## src/rtl/modm_mult_seq.sv

```systemverilog
// ============================================================================
//  Module      : modm_mult_seq
//  Description : Sequential shift-and-add multiplier modulo M = 2^N - 1,
//                one multiplier bit per cycle, valid/ready on both sides.
//                Optional build macro MODM_NORMALIZE_EN maps a result of M to 0.
//  Revision    : 1.0  initial release
// ============================================================================
`default_nettype none

module modm_mult_seq #(
    parameter int N = 3
) (
    input  logic         clk,
    input  logic         rst,
    input  logic         in_valid,
    output logic         in_ready,
    input  logic [N-1:0] a,
    input  logic [N-1:0] b,
    output logic         out_valid,
    input  logic         out_ready,
    output logic [N-1:0] z,
    output logic         busy
);

    localparam int                 c_cnt_w = $clog2(N + 1);
    localparam logic [c_cnt_w-1:0] c_last  = c_cnt_w'(N - 1);
    localparam logic [N-1:0]       c_m     = '1;

    typedef enum logic [1:0] {
        S_IDLE = 2'd0,
        S_RUN  = 2'd1,
        S_DONE = 2'd2
    } state_t;

    state_t             r_state;
    state_t             w_state_nxt;
    logic [N-1:0]       r_acc;
    logic [N-1:0]       r_mcand;
    logic [N-1:0]       r_mplier;
    logic [c_cnt_w-1:0] r_cnt;
    logic [N-1:0]       r_z;
    logic [N:0]         w_sum;
    logic [N-1:0]       w_eac;
    logic [N-1:0]       w_acc_nxt;
    logic [N-1:0]       w_z_fin;

    // End-around carry: the carry out of bit N-1 has weight 2^N == 1 (mod M).
    assign w_sum     = {1'b0, r_acc} + {1'b0, r_mcand};
    assign w_eac     = w_sum[N-1:0] + {{(N-1){1'b0}}, w_sum[N]};
    assign w_acc_nxt = r_mplier[0] ? w_eac : r_acc;

`ifdef MODM_NORMALIZE_EN
    assign w_z_fin = (w_acc_nxt == c_m) ? '0 : w_acc_nxt;
`else
    assign w_z_fin = w_acc_nxt;
`endif

    always_ff @(posedge clk) begin
        if (rst) begin
            r_state <= S_IDLE;
        end else begin
            r_state <= w_state_nxt;
        end
    end

    always_comb begin
        w_state_nxt = r_state;
        case (r_state)
            S_IDLE:  if (in_valid)          w_state_nxt = S_RUN;
            S_RUN:   if (r_cnt == c_last)   w_state_nxt = S_DONE;
            S_DONE:  if (out_ready)         w_state_nxt = S_IDLE;
            default:                        w_state_nxt = S_IDLE;
        endcase
    end

    always_ff @(posedge clk) begin
        if (rst) begin
            r_acc    <= '0;
            r_mcand  <= '0;
            r_mplier <= '0;
            r_cnt    <= '0;
            r_z      <= '0;
        end else begin
            case (r_state)
                S_IDLE: begin
                    if (in_valid) begin
                        r_acc    <= '0;
                        r_mcand  <= a;
                        r_mplier <= b;
                        r_cnt    <= '0;
                    end
                end
                S_RUN: begin
                    // Rotate-left by one is doubling modulo 2^N - 1.
                    r_acc    <= w_acc_nxt;
                    r_mcand  <= {r_mcand[N-2:0], r_mcand[N-1]};
                    r_mplier <= r_mplier >> 1;
                    r_cnt    <= r_cnt + 1'b1;
                    if (r_cnt == c_last) begin
                        r_z <= w_z_fin;
                    end
                end
                default: ;
            endcase
        end
    end

    // Handshake outputs are pure state decodes; rst gates in_ready directly.
    assign in_ready  = (r_state == S_IDLE) && !rst;
    assign out_valid = (r_state == S_DONE);
    assign busy      = (r_state != S_IDLE);
    assign z         = r_z;

endmodule

`default_nettype wire

```

## config.mk

```make
export PLATFORM = sky130hd
export DESIGN_NAME = modm_mult_seq
export DESIGN_NICKNAME = d
export VERILOG_FILES = /design/src/rtl/modm_mult_seq.sv
export SDC_FILE = /design/constraint.sdc
export NUM_CORES = 1
export LEC_CHECK = 0
export ABC_CLOCK_PERIOD_IN_PS = 2700
export BUFFER_PORTS_ARGS = -buffer_cell sky130_fd_sc_hd__buf_2
export CAP_MARGIN = 20
export CORE_MARGIN = 3
export CORE_UTILIZATION = 53
export CTS_CLUSTER_SIZE = 16
export DETAILED_ROUTE_END_ITERATION = 6
export PLACE_DENSITY = 0.84
export SLEW_MARGIN = 10
export SYNTH_ARGS = -nofsm -noshare
export SYNTH_HDL_FRONTEND = slang
export SYNTH_SLANG_ARGS = --single-unit
```

## constraint.sdc

```tcl
create_clock -name clk -period 2.7 [get_ports clk]
set_input_delay 0.675 -clock clk [delete_from_list [all_inputs] [get_ports clk]]
set_output_delay 0.675 -clock clk [all_outputs]
set_load 0.01 [all_outputs]
```

# Word level (Yosys, flattened, before mapping)
# Cells that the tools add are included.
# word_totals
ff_bits	16
in_bits	10
output_inout_bits	6
# op_classes
add_sub_neg	3
eq_ne	6
mux	13
reduce_logical	8
# ops
operator	n
$pmux W3 S2	3
$mux W3	4
$mux W2	4
$pmux W2 S3	1
$add A3 B3 Y4	1
$eq A2 B2 Y1 const B	2
$ne A2 B2 Y1 const B	2
$pmux W2 S2	1
$reduce_and A2 Y1	2
$reduce_bool A2 Y1	2
$add A3 B1 Y3	1
$reduce_and A3 Y1	1
$add A2 B1 Y2 const B	1
$eq A2 B1 Y1 const B	1
$logic_not A2 Y1	1
$ne A2 B1 Y1 const B	1
$logic_and A1 B1 Y1	1
$logic_not A1 Y1	1

# Logic depth before layout (Yosys ltp)
# logic_depth
depth_word	4
mapped_depth	8
ltp_nobuf	8

# Least setup slack after synthesis
# OpenSTA, ideal clock, no wires.
# synth_path
kind	input-to-output
from	input port rst
to	output port in_ready
t_arrival_ns	1.279
setup_slack_ns	0.746
path_stages	3
n_path_buf	2
path_cell_list	clkbuf_1 buf_2 nor3_1
# synth_between
elab_chain_cells	2
# synth_rtl
item	line_no	rtl
start: declaration	14	input logic rst,
$logic_not A1 Y1	109	assign in_ready = (r_state == S_IDLE) && !rst;
$logic_and A1 B1 Y1	109	
end: declaration	16	output logic in_ready,
# Every way passes these cells.

# Worst setup path after layout
# layout_path
from	register r_state[0]
to	output port busy
# layout_between
elab_chain_cells	1
# layout_rtl
item	line_no	rtl
start: declaration	35	state_t r_state;
start signal: assignment	62	r_state <= w_state_nxt;
$reduce_bool A2 Y1	111	assign busy = (r_state != S_IDLE);
end: declaration	22	output logic busy
# Every way passes these cells.

==> out/results.ini <==
[clock_tree]
cts_buffers = 3
postCtsHoldBufs = 0
cts_tree = built
htree_levels = 1
cts_setup_buffers = 0
insertion_delay_ps = 290
cts.sinks = 16
cts_resized = 0
clkTransAtPathRegs_ps = 90
cts_buffer_depth = 2
root_buffer = clkbuf_4

[flow_run]
maxCapViolCount = 0

[global_route]
grt_pass1_vias = 648
grt_pass1_wl_um = 2940
grt_max_degree = 18
grt-ovfl-total = 0
grt_antenna_before_repair = 0
track_usage_pct = 18.5

[power]
p_clk_share_pct = 26.6
power_switching_uw = 126
p_sw_share_pct = 27.1
pwr-share-comb_pct = 16.2
peakVddDrop_mv = 0.313
p_leak_nw = 0.436
p_per_area_nw_per_um2 = 484
pwr-share-seq_pct = 57.2
internal_power_uw = 339

[detailed_routing]
ant_nets = 0
drt_iter0_drc = 21
drtPass1Iterations = 4
vias = 740
wl_um = 1690
route.detailed.drc = 0
viasPerCell = 5.92
wire_per_inst_um = 13.5

[critical_path]
slowest_delay_ps = 630
endpoint_kind = primary output
crit_type = flop to primary output
path_buf_inv = 2
start_kind = flop
cp.required_ps = 2030
path_max_fanout = 15
critPathSlowestCell = dfxtp_1
cp_top_family = flip-flops
path_cells = inv_1, nand2_1, buf_2
critical_path_arrival_ps = 1410

[sta]
finalCritPeriodShare_pct = 77.3
final-max-slew-violation-count = 0
max-slew-margin-rel_pct = 68.3
clock-skew-final_ps = 4.47
timing.hold.ws_ps = 481
fmax_ghz = 0.479
setup_viol = 0
worst_slew_pin_slew_ps = 475
min_period_ps = 2090
fin_setup_tns_ps = 0
hold_viol = 0
rsz0062_at_grt = no

[synth]
ys_ff_latch = 16
synth_top_family_by_area = compound AO/OA/AOI/OAI gates
yosys.area_share.xor_xnor_pct = 2.71
synth_cell_types = 26
synthMuxAreaShare_pct = 4.56
synthSimpleGateAreaFrac_pct = 16.8
syn_nets = 115
yosysSeqAreaShare_pct = 36.5
synth.avg_cell_area_um2 = 8.96
syn_inst = 98
synth_area_um2 = 878
synth_warnings = 0
synthAdderAreaFrac_pct = 10.8
synth_compound_area_share_pct = 22.8

[placed_design]
dp_cells = 122
port_buffers = 15
place_hpwl_um = 1240
gp_congestion = 0.843
dpl_cell_area_um2 = 937

[worst_hold_path]
holdCritPathClass = flop to flop

[floorplanning]
die_h_um = 46.7
initial_utilization_pct = 57.0
io_pins = 16
core_um2 = 1540
fp-row-count = 14
die_w_um = 46.7
die_area_um2 = 2180

[status]
status = complete, no violations

[layout]
area_growth_pct = 9.26
stdcell_count = 125
drive_above_1_share_pct = 19.3
fillCellCount = 140
fin_area_um2 = 960
nNetsFinal = 128
n_antenna_cell = 0

power by group through the flow:
| stage | sequential [mW] | combinational [mW] | clock [mW] |
|---|---|---|---|
| floorplan | 0.262 | 0.0653 | 0 |
| global placement | 0.271 | 0.0727 | 0 |
| detailed placement | 0.271 | 0.0749 | 0 |
| CTS | 0.265 | 0.0756 | 0.126 |
| global route | 0.268 | 0.0857 | 0.136 |
| finish | 0.266 | 0.0752 | 0.124 |
tightest hold or removal path, delay by kind of cell, from the launching register on:
family	cells	cell delay [ps]
flops	1	330
simple gates	1	60
compound gates	1	60
per-layer routing:
| layer | GRT usage [%] | share of wire [%] | vias up | routed length, um |
|---|---|---|---|---|
| met5 | 0 | 0 | - | 0 |
| met4 | 6.63 | 0.95 | 0 | 16 |
| met3 | 2.34 | 3.8 | 3 | 64 |
| met2 | 28.3 | 49 | 19 | 830 |
| met1 | 26.7 | 46 | 347 | 773 |
| li1 | - | - | 371 | - |
synth_stat cells:
library cell  count  share of area (%)
buf_4             1               0.86
nor3_1            1               0.57
dfxtp_1          16                 36
o2bb2ai_1         4                4.0
nor2b_1           2                1.4
and3b_1           3                3.0
a21o_1            1               0.86
o21ai_0           5                2.8
ha_1              6                8.5
o22ai_1           1               0.71
nand2b_1          1               0.71
nor2_1           15                6.4
buf_2             5                2.8
fa_1              1                2.3
a211oi_1          7                6.0
a211oi_2          1                1.4
nand2_1           5                2.1
a21o_2            1                1.0
a21oi_1           7                4.0
inv_1             4                1.7
o21bai_1          1               0.86
xor3_1            1                2.7
mux2i_1           4                4.6
clkbuf_1          1               0.43
nor3b_1           3                2.6
o21ba_2           1                1.1
layout make-up:
class	instances	area [um2]	area share (%)
tap	16	20.0	2.09
sequential	16	320	33.4
inverter	4	15.0	1.56
multi-input combinational	71	507	52.8
timing repair buffer	15	75.1	7.82
clock buffer	3	22.5	2.35
registers in the layout (all words and copies together) (netlist names):
register / flops
r_state: 2
z: 3
r_mcand: 3
r_mplier: 3
r_acc: 3
r_cnt: 2
cells by family after synthesis:
logic type               Yosys count
AO/OA/AOI/OAI                     29
XOR/XNOR                           1
adder cells (fa/ha/maj)            7
buffers and inverters             11
flip-flops                        16
multiplexers                       4
AND/OR/NAND/NOR                   30
placed cells by master, fill, tap and decap left out, drive strengths merged:
cell and count:
and3b 3, ha 6, buf 15, o21ai 5, clkbuf 3, a21o 2
a211oi 8, nor2b 2, o22ai 1, nor3 1, nand2b 1, mux2i 4
o2bb2ai 4, a21oi 7, fa 1, nor2 15, o21bai 1, nand2 5
inv 4, xor3 1, dfxtp 16, o21ba 1, nor3b 3
through the flow:
stage          utilization [%]  worst slack (ps)  total power, mW
6_report                  62.3               614            0.465
5_1_grt                   62.3               547            0.490
4_1_cts                   62.3               653            0.467
3_5_place_dp              60.8               704            0.346
3_3_place_gp              60.8               774            0.343
2_1_floorplan                -               746            0.327
path summary, 6_finish.rpt:
kind / start / to / slack, ps / cells past startpoint
hold reg to reg: r_mplier[2] / r_mplier[2] / 480 / 2
setup / recovery: r_state[0] / busy / 610 / 3
hold / removal: r_mplier[2] / r_mplier[2] / 480 / 2
setup reg to reg: r_acc[1] / z[2] / 690 / 8
(Power assumes the default switching activity.)
